**src/rtl/atm_pkg.sv**
```systemverilog
`default_nettype none
// ============================================================================
// Module : atm_pkg
// Brief  : Key codes, keypad FSM state type and BCD word sizing for the ATM.
// Rev    : 1.0
// ============================================================================
package atm_pkg;

    localparam int DIGITS = 3;
    localparam int BCD_W  = 4 * DIGITS;

    localparam logic [3:0] KEY_CLEAR = 4'hA;
    localparam logic [3:0] KEY_BACK  = 4'hB;
    localparam logic [3:0] KEY_ENTER = 4'hE;

    typedef enum logic [2:0] {
        ST_IDLE = 3'd0,
        ST_ACCT = 3'd1,
        ST_PIN  = 3'd2,
        ST_WAIT = 3'd3,
        ST_DONE = 3'd4,
        ST_LOCK = 3'd5
    } kp_state_t;

    function automatic logic is_digit(input logic [3:0] k);
        return (k <= 4'd9);
    endfunction

endpackage
`default_nettype wire

```
**src/rtl/atm_keypad_entry_if.sv**
```systemverilog
`default_nettype none
// ============================================================================
// Module : atm_keypad_entry_if
// Brief  : Keypad strobes, core verdicts and the words handed to the ATM core.
// Rev    : 1.0
// ============================================================================
interface atm_keypad_entry_if;
    import atm_pkg::*;

    logic             key_valid;
    logic [3:0]       key_code;
    logic             pass_ok;
    logic             pass_fail;
    logic             session_end;
    logic [BCD_W-1:0] Account_Number;
    logic [BCD_W-1:0] PIN;
    logic             acct_ready;
    logic             LC;
    logic             locked;
    logic             key_err;
    logic [1:0]       digit_count;
    logic [2:0]       tries;

    modport master (
        output key_valid, key_code, pass_ok, pass_fail, session_end,
        input  Account_Number, PIN, acct_ready, LC, locked, key_err,
               digit_count, tries
    );

    modport slave (
        input  key_valid, key_code, pass_ok, pass_fail, session_end,
        output Account_Number, PIN, acct_ready, LC, locked, key_err,
               digit_count, tries
    );

endinterface
`default_nettype wire

```
**src/rtl/bcd_digit_buffer.sv**
```systemverilog
`default_nettype none
// ============================================================================
// Module : bcd_digit_buffer
// Brief  : Three-deep BCD nibble shift register with count; clear > push > pop.
// Rev    : 1.0
// ============================================================================
module bcd_digit_buffer
    import atm_pkg::*;
(
    input  wire logic             clk,
    input  wire logic             rst,
    input  wire logic             i_push,
    input  wire logic [3:0]       i_digit,
    input  wire logic             i_pop,
    input  wire logic             i_clear,
    output logic      [BCD_W-1:0] o_data,
    output logic      [1:0]       o_count,
    output logic                  o_full,
    output logic                  o_empty
);

    logic [BCD_W-1:0] r_data;
    logic [1:0]       r_count;

    always_ff @(posedge clk or negedge rst) begin
        if (!rst) begin
            r_data  <= '0;
            r_count <= 2'd0;
        end else if (i_clear) begin
            r_data  <= '0;
            r_count <= 2'd0;
        end else if (i_push && !o_full) begin
            r_data  <= {r_data[BCD_W-5:0], i_digit};
            r_count <= r_count + 2'd1;
        end else if (i_pop && !o_empty) begin
            r_data  <= {4'd0, r_data[BCD_W-1:4]};
            r_count <= r_count - 2'd1;
        end
    end

    assign o_data  = r_data;
    assign o_count = r_count;
    assign o_full  = (r_count == 2'(DIGITS));
    assign o_empty = (r_count == 2'd0);

endmodule
`default_nettype wire

```
**src/rtl/atm_keypad_entry.sv**
```systemverilog
`default_nettype none
// ============================================================================
// Module : atm_keypad_entry
// Brief  : Keypad front end: account/PIN entry, retry lockout, idle timeout.
// Rev    : 1.0
// ============================================================================
module atm_keypad_entry
    import atm_pkg::*;
#(
    parameter int MAX_TRIES      = 3,
    parameter int TIMEOUT_CYCLES = 1000,
    parameter int LOCK_CYCLES    = 5000
)(
    input  wire logic        clk,
    input  wire logic        rst,
    atm_keypad_entry_if.slave kp
);

    localparam int c_TMR_W = (TIMEOUT_CYCLES > 1) ? $clog2(TIMEOUT_CYCLES) : 1;
    localparam int c_LCK_W = (LOCK_CYCLES > 1)    ? $clog2(LOCK_CYCLES)    : 1;
    localparam logic [c_TMR_W-1:0] c_TMR_LAST = c_TMR_W'(TIMEOUT_CYCLES - 1);
    localparam logic [c_LCK_W-1:0] c_LCK_LAST = c_LCK_W'(LOCK_CYCLES - 1);
    localparam logic [2:0]         c_TRY_MAX  = 3'(MAX_TRIES);

    kp_state_t        r_state;
    logic [c_TMR_W-1:0] r_timer;
    logic [c_LCK_W-1:0] r_lock_cnt;
    logic [BCD_W-1:0] r_acct;
    logic [BCD_W-1:0] r_pin;
    logic             r_acct_ready;
    logic             r_lc;
    logic             r_locked;
    logic             r_key_err;
    logic [2:0]       r_tries;

    logic             w_in_entry;
    logic             w_sess_end;
    logic             w_ok;
    logic             w_fail;
    logic             w_timeout;
    logic             w_go_idle;
    logic             w_key;
    logic             w_is_digit;
    logic             w_push;
    logic             w_pop;
    logic             w_clear;
    logic             w_err;
    logic             w_enter;
    logic [2:0]       w_tries_nxt;
    logic [BCD_W-1:0] w_buf_data;
    logic [1:0]       w_count;
    logic             w_full;
    logic             w_empty;

    bcd_digit_buffer u_buf (
        .clk     (clk),
        .rst     (rst),
        .i_push  (w_push),
        .i_digit (kp.key_code),
        .i_pop   (w_pop),
        .i_clear (w_clear),
        .o_data  (w_buf_data),
        .o_count (w_count),
        .o_full  (w_full),
        .o_empty (w_empty)
    );

    // Event priority: session_end > pass_ok > pass_fail > timeout > key.
    always_comb begin
        w_in_entry  = (r_state == ST_ACCT) || (r_state == ST_PIN);
        w_sess_end  = kp.session_end && (r_state != ST_LOCK);
        w_ok        = kp.pass_ok && (r_state == ST_WAIT);
        w_fail      = kp.pass_fail && !kp.pass_ok && (r_state == ST_WAIT);
        w_timeout   = w_in_entry && (r_timer == c_TMR_LAST);
        w_go_idle   = w_sess_end || w_timeout ||
                      ((r_state == ST_LOCK) && (r_lock_cnt == c_LCK_LAST));
        w_key       = kp.key_valid && !w_sess_end && !w_ok && !w_fail && !w_timeout;
        w_is_digit  = is_digit(kp.key_code);
        w_tries_nxt = (r_tries == c_TRY_MAX) ? r_tries : r_tries + 3'd1;
        w_push      = 1'b0;
        w_pop       = 1'b0;
        w_err       = 1'b0;
        w_enter     = 1'b0;
        w_clear     = w_go_idle || w_fail;
        if (w_key) begin
            if (r_state == ST_IDLE) begin
                w_push = w_is_digit;
            end else if (w_in_entry) begin
                if (w_is_digit) begin
                    w_push = !w_full;
                    w_err  = w_full;
                end else begin
                    case (kp.key_code)
                        KEY_CLEAR: w_clear = 1'b1;
                        KEY_BACK: begin
                            w_pop = !w_empty;
                            w_err = w_empty;
                        end
                        KEY_ENTER: begin
                            w_enter = w_full;
                            w_err   = !w_full;
                        end
                        default:   w_err = 1'b1;
                    endcase
                end
            end
        end
        // The shared buffer is emptied for PIN entry once the account is latched.
        if (w_enter && (r_state == ST_ACCT)) begin
            w_clear = 1'b1;
        end
    end

    always_ff @(posedge clk or negedge rst) begin
        if (!rst) begin
            r_state      <= ST_IDLE;
            r_timer      <= '0;
            r_lock_cnt   <= '0;
            r_acct       <= '0;
            r_pin        <= '0;
            r_acct_ready <= 1'b0;
            r_lc         <= 1'b0;
            r_locked     <= 1'b0;
            r_key_err    <= 1'b0;
            r_tries      <= 3'd0;
        end else begin
            r_key_err <= w_err;

            if (!w_in_entry || kp.key_valid || w_go_idle) begin
                r_timer <= '0;
            end else if (r_timer != c_TMR_LAST) begin
                r_timer <= r_timer + c_TMR_W'(1);
            end

            if ((r_state == ST_LOCK) && !w_go_idle) begin
                r_lock_cnt <= r_lock_cnt + c_LCK_W'(1);
            end else begin
                r_lock_cnt <= '0;
            end

            if (w_go_idle) begin
                r_state      <= ST_IDLE;
                r_acct       <= '0;
                r_pin        <= '0;
                r_acct_ready <= 1'b0;
                r_lc         <= 1'b0;
                r_locked     <= 1'b0;
                r_tries      <= 3'd0;
            end else if (w_ok) begin
                r_state <= ST_DONE;
            end else if (w_fail) begin
                r_lc    <= 1'b0;
                r_pin   <= '0;
                r_tries <= w_tries_nxt;
                if (w_tries_nxt == c_TRY_MAX) begin
                    r_state  <= ST_LOCK;
                    r_locked <= 1'b1;
                end else begin
                    r_state <= ST_PIN;
                end
            end else if (w_key) begin
                case (r_state)
                    ST_IDLE: begin
                        if (w_is_digit) begin
                            r_state <= ST_ACCT;
                        end
                    end
                    ST_ACCT: begin
                        if (w_enter) begin
                            r_acct       <= w_buf_data;
                            r_acct_ready <= 1'b1;
                            r_state      <= ST_PIN;
                        end
                    end
                    ST_PIN: begin
                        if (w_enter) begin
                            r_pin   <= w_buf_data;
                            r_lc    <= 1'b1;
                            r_state <= ST_WAIT;
                        end
                    end
                    default: ;
                endcase
            end
        end
    end

    assign kp.Account_Number = r_acct;
    assign kp.PIN            = r_pin;
    assign kp.acct_ready     = r_acct_ready;
    assign kp.LC             = r_lc;
    assign kp.locked         = r_locked;
    assign kp.key_err        = r_key_err;
    assign kp.digit_count    = w_count;
    assign kp.tries          = r_tries;

endmodule
`default_nettype wire

```
**src/flat_wrapper.sv**
```systemverilog
// flat-port wrapper written by rule: the top's interface ports become plain ports
module atm_keypad_entry_flat import atm_pkg::*;
#(
    parameter int MAX_TRIES      = 3,
    parameter int TIMEOUT_CYCLES = 1000,
    parameter int LOCK_CYCLES    = 5000
)
  (clk, rst, kp_key_valid, kp_key_code, kp_pass_ok, kp_pass_fail, kp_session_end, kp_Account_Number, kp_PIN, kp_acct_ready, kp_LC, kp_locked, kp_key_err, kp_digit_count, kp_tries);
  atm_keypad_entry_if kp_i ();
  input  wire logic clk;
  input  wire logic rst;
  input wire logic [$bits(kp_i.key_valid)-1:0] kp_key_valid;
  input wire logic [$bits(kp_i.key_code)-1:0] kp_key_code;
  input wire logic [$bits(kp_i.pass_ok)-1:0] kp_pass_ok;
  input wire logic [$bits(kp_i.pass_fail)-1:0] kp_pass_fail;
  input wire logic [$bits(kp_i.session_end)-1:0] kp_session_end;
  output wire logic [$bits(kp_i.Account_Number)-1:0] kp_Account_Number;
  output wire logic [$bits(kp_i.PIN)-1:0] kp_PIN;
  output wire logic [$bits(kp_i.acct_ready)-1:0] kp_acct_ready;
  output wire logic [$bits(kp_i.LC)-1:0] kp_LC;
  output wire logic [$bits(kp_i.locked)-1:0] kp_locked;
  output wire logic [$bits(kp_i.key_err)-1:0] kp_key_err;
  output wire logic [$bits(kp_i.digit_count)-1:0] kp_digit_count;
  output wire logic [$bits(kp_i.tries)-1:0] kp_tries;
  assign kp_i.key_valid = kp_key_valid;
  assign kp_i.key_code = kp_key_code;
  assign kp_i.pass_ok = kp_pass_ok;
  assign kp_i.pass_fail = kp_pass_fail;
  assign kp_i.session_end = kp_session_end;
  assign kp_Account_Number = kp_i.Account_Number;
  assign kp_PIN = kp_i.PIN;
  assign kp_acct_ready = kp_i.acct_ready;
  assign kp_LC = kp_i.LC;
  assign kp_locked = kp_i.locked;
  assign kp_key_err = kp_i.key_err;
  assign kp_digit_count = kp_i.digit_count;
  assign kp_tries = kp_i.tries;
  atm_keypad_entry #(.MAX_TRIES(MAX_TRIES), .TIMEOUT_CYCLES(TIMEOUT_CYCLES), .LOCK_CYCLES(LOCK_CYCLES)) u_core (.clk(clk), .rst(rst), .kp(kp_i));
endmodule
```
**config.mk**
```make
export PLATFORM = sky130hd
export DESIGN_NAME = atm_keypad_entry_flat
export DESIGN_NICKNAME = d
export VERILOG_FILES = /design/src/rtl/atm_pkg.sv /design/src/rtl/atm_keypad_entry_if.sv /design/src/rtl/bcd_digit_buffer.sv /design/src/rtl/atm_keypad_entry.sv /design/src/flat_wrapper.sv
export SDC_FILE = /design/constraint.sdc
export NUM_CORES = 1
export LEC_CHECK = 0
export CAP_MARGIN = 25
export CORE_AREA = 4 4 103 124
export CTS_CLUSTER_DIAMETER = 150
export DETAILED_ROUTE_END_ITERATION = 10
export DIE_AREA = 0 0 107 128
export SYNTH_ARGS = -nofsm -noshare
export SYNTH_HDL_FRONTEND = slang
export SYNTH_SLANG_ARGS = --single-unit
```
**constraint.sdc**
```tcl
create_clock -name clk -period 2.6 [get_ports clk]
set_clock_uncertainty 0.2 [all_clocks]
set_input_delay 0.26 -clock clk [delete_from_list [all_inputs] [get_ports clk]]
set_output_delay 0.26 -clock clk [all_outputs]
set_load 0.02 [all_outputs]
```
==> results by group <==
Status
  – Run status: finished clean

Cells and area
  – Final Core Density: 38.2%
  – Commonest non-fill, non-tap cells in the layout: dfrtp_1 (71), clkdlybuf4s50_1 (41), nor2_1 (36)
  – Final net count: 392
  – Layout cells sized above 1: 12.8%
  – Fill cells: 1168
  – Most common cell after layout, fill and taps aside: dfrtp_1
  – P&R area growth vs syn: 29.7%
  – Diodes inserted: 0
  – Design area: 4400 um2

Logic synthesis
  – Mapped Nets: 331
  – Avg Inst Size Synth: 10.7 um2
  – Dominant synthesized flop cell: dfrtp_1
  – Cell taking the most area after synthesis: dfrtp_1
  – Ys async rst share: 100%
  – Post-synth EDFFs: 0
  – Synthesized area: 3390 um2
  – Yosys warns: 0
  – Synthesized instance count: 318
  – Register area share after synthesis: 52.4%
  – Synthesized flop and latch total: 71
  – Yosys cell types: 55
  – Ranking of synthesized cells by area: dfrtp_1 (52%), a22o_1 (6.5%), nor2_1 (4.0%)
  – Yosys top cell area share: 52.4%

Floorplanning
  – Die Area: 13700 um2
  – Die Span Y: 128 um
  – Core area: 11500 um2
  – Num rows: 43
  – Initial Util: 29.5%
  – # IOs: 43
  – Die Span X: 107 um

Critical path
  – FF-to-FF Start: u_core.r_state[0]$_DFFE_PN0P_
  – Crit path DAT: 2360 ps
  – CP required: 2620 ps
  – CP Buf/Inv Count: 0
  – Startpoint types: register
  – CP peak stage delay: 580 ps
  – Critical Path End Type: register
  – WS Path Type: register to register
  – R2R Setup Slk: 250 ps
  – Crit-path slowest cell: or4_1
  – Family with the most delay on the worst path: simple AND/OR/NAND/NOR gates
  – Reg-to-Reg End: u_core.u_buf.o_data[3]$_DFFE_PN0P_
  – Critical-path cell list: nand2_1 -> or3b_4 -> or4_1 -> o22ai_1 -> nor3_1
  – Crit Path Max Fanout: 12
  – Path depth of the worst reg2reg path: 5

CTS
  – CTS tree: built
  – Root buffer cell: clkbuf_16
  – Clock Path Buffers: 2
  – Num CTS Buffers: 9
  – Reg clk slew, reported paths: 60 ps
  – Worst-Skew Late Latency: 330 ps
  – Clock sink count: 71
  – H-tree depth: 3

Route
  – Routed length per instance: 14.6 um
  – DRT antenna net count: 0
  – Remaining DRCs: 0
  – Starting DRT DRC Count: 154
  – DRT Wirelength: 7920 um
  – Vias per inst: 4.89
  – Drt first pass iters: 6
  – Via count: 2643

Global routing
  – GRT overflow: 0
  – Gr usage total: 12.4%
  – Largest net degree at the start of global routing: 27
  – First-pass GRT wire length: 13400 um
  – Vias in the first global route: 2710
  – Initial antenna violation count: 0

STA
  – Final min period: 2350 ps
  – Max Slew Vio Count: 0
  – Least-Margin Pin Slew: 553 ps
  – Rel. slew slack: 62.9%
  – TNS Setup: 0 ps
  – WHS: 226 ps
  – Fin. Hold Viols: 0
  – RSZ-0062 raised after global routing: false
  – Max frequency: 426 MHz
  – Final Setup Violations: 0
  – Final period util: 90.2%

Pwr
  – Leakage: 1.87 nW
  – Peak supply drop: 0.250 mV
  – Power per cell area: 604 nW/um2

Flow run
  – Max Cap Viol: 0

Placement
  – Post-DP Area: 4090 um2
  – Hpwl dp: 5780 um
  – Gpl congestion: 0.857
  – # port buffers: 42

Worst hold path
  – HP Class: primary input to async pin
-- per-layer routing --
layer | vias up | global-route usage (%) | part of all wire (%)
li1 | 1297 | - | -
met1 | 1291 | 15.2 | 46
met2 | 47 | 20.0 | 48
met3 | 8 | 3.58 | 4.1
met4 | 0 | 5.72 | 2.0
met5 | - | 0 | 0
-- per-stage QoR --
| stage | setup WS, ps | cells | power, mW |
|---|---|---|---|
| 6_report | 255 | 541 | 2.66 |
| 3_5_place_dp | 68.0 | 524 | 1.45 |
| 2_1_floorplan | 418 | 318 | 1.34 |
| 5_1_grt | 123 | 541 | 2.77 |
| 3_3_place_gp | 88.6 | 524 | 1.44 |
| 4_1_cts | 258 | 541 | 2.69 |
-- cell usage after synthesis (3+ instances only) --
library cell / n
dfrtp_1: 71
nor2_1: 36
nor3_1: 26
a22o_1: 25
nand2_1: 20
xor2_1: 12
buf_2: 9
nand3_1: 9
o22ai_1: 9
xnor2_1: 9
nand4_1: 6
and3_1: 5
inv_1: 5
a21oi_1: 4
a32o_1: 4
o21ai_0: 4
a31oi_1: 3
and2_1: 3
and4b_1: 3
buf_4: 3
ha_1: 3
nand2b_1: 3
nor2b_1: 3
-- what timing repair did --
action,CTS,global route
hold buffers,1,0
buffers inserted,0,0
resized for setup,0,0
endpoints found under the hold margin,20,0
-- cell type report --
class | instances | area, um2 | share of cell area (%)
inverter | 5 | 18.8 | 0.427
timing repair buffer | 65 | 591 | 13.4
clock inverter | 5 | 57.6 | 1.31
tap | 157 | 196 | 4.47
clock buffer | 11 | 243 | 5.52
sequential | 71 | 1780 | 40.4
multi-input combinational | 227 | 1520 | 34.5
-- kinds of logic (layout without fill, tap and decap cells) --
logic type      after synthesis  in the layout  synth area share [%]
flops                        71             71                  52.4
buf+inv                      20             86                  2.88
compound gates               65             65                  15.1
xor+xnor                     21             21                  5.42
simple gates                137            137                  22.8
fa+ha+maj                     3              3                  1.11
mux                           1              1                 0.295
-- state kept, by name, indices dropped and copies added (netlist names), 2 cells and up --
name	flops
u_core.kp.Account_Number	12
u_core.kp.PIN	12
u_core.kp.tries	3
u_core.r_lock_cnt	13
u_core.r_state	3
u_core.r_timer	10
u_core.u_buf.o_count	2
u_core.u_buf.o_data	12
-- where the power goes --
group          switching (mW)  total [mW]  internal, mW
sequential             0.0429        1.17          1.13
combinational           0.142       0.254         0.112
clock                   0.464        1.23         0.768
-- worst max path at each step --
stage                             startpoint                                  to  slack [ps]  cells after the start
6_report       u_core.r_state[0]$_DFFE_PN0P_  u_core.u_buf.o_data[3]$_DFFE_PN0P_         250                      5
5_1_grt        u_core.r_state[0]$_DFFE_PN0P_  u_core.u_buf.o_data[0]$_DFFE_PN0P_         120                      5
4_1_cts        u_core.r_state[0]$_DFFE_PN0P_  u_core.u_buf.o_data[1]$_DFFE_PN0P_         260                      5
3_5_place_dp                  kp_key_code[1]  u_core.u_buf.o_data[1]$_DFFE_PN0P_          70                      6
3_3_place_gp                    kp_key_valid  u_core.u_buf.o_data[1]$_DFFE_PN0P_          90                      6
2_1_floorplan  u_core.r_timer[0]$_DFFE_PN0P_  u_core.u_buf.o_data[0]$_DFFE_PN0P_         420                      8
Note: power is estimated with default switching activity, not from simulation.
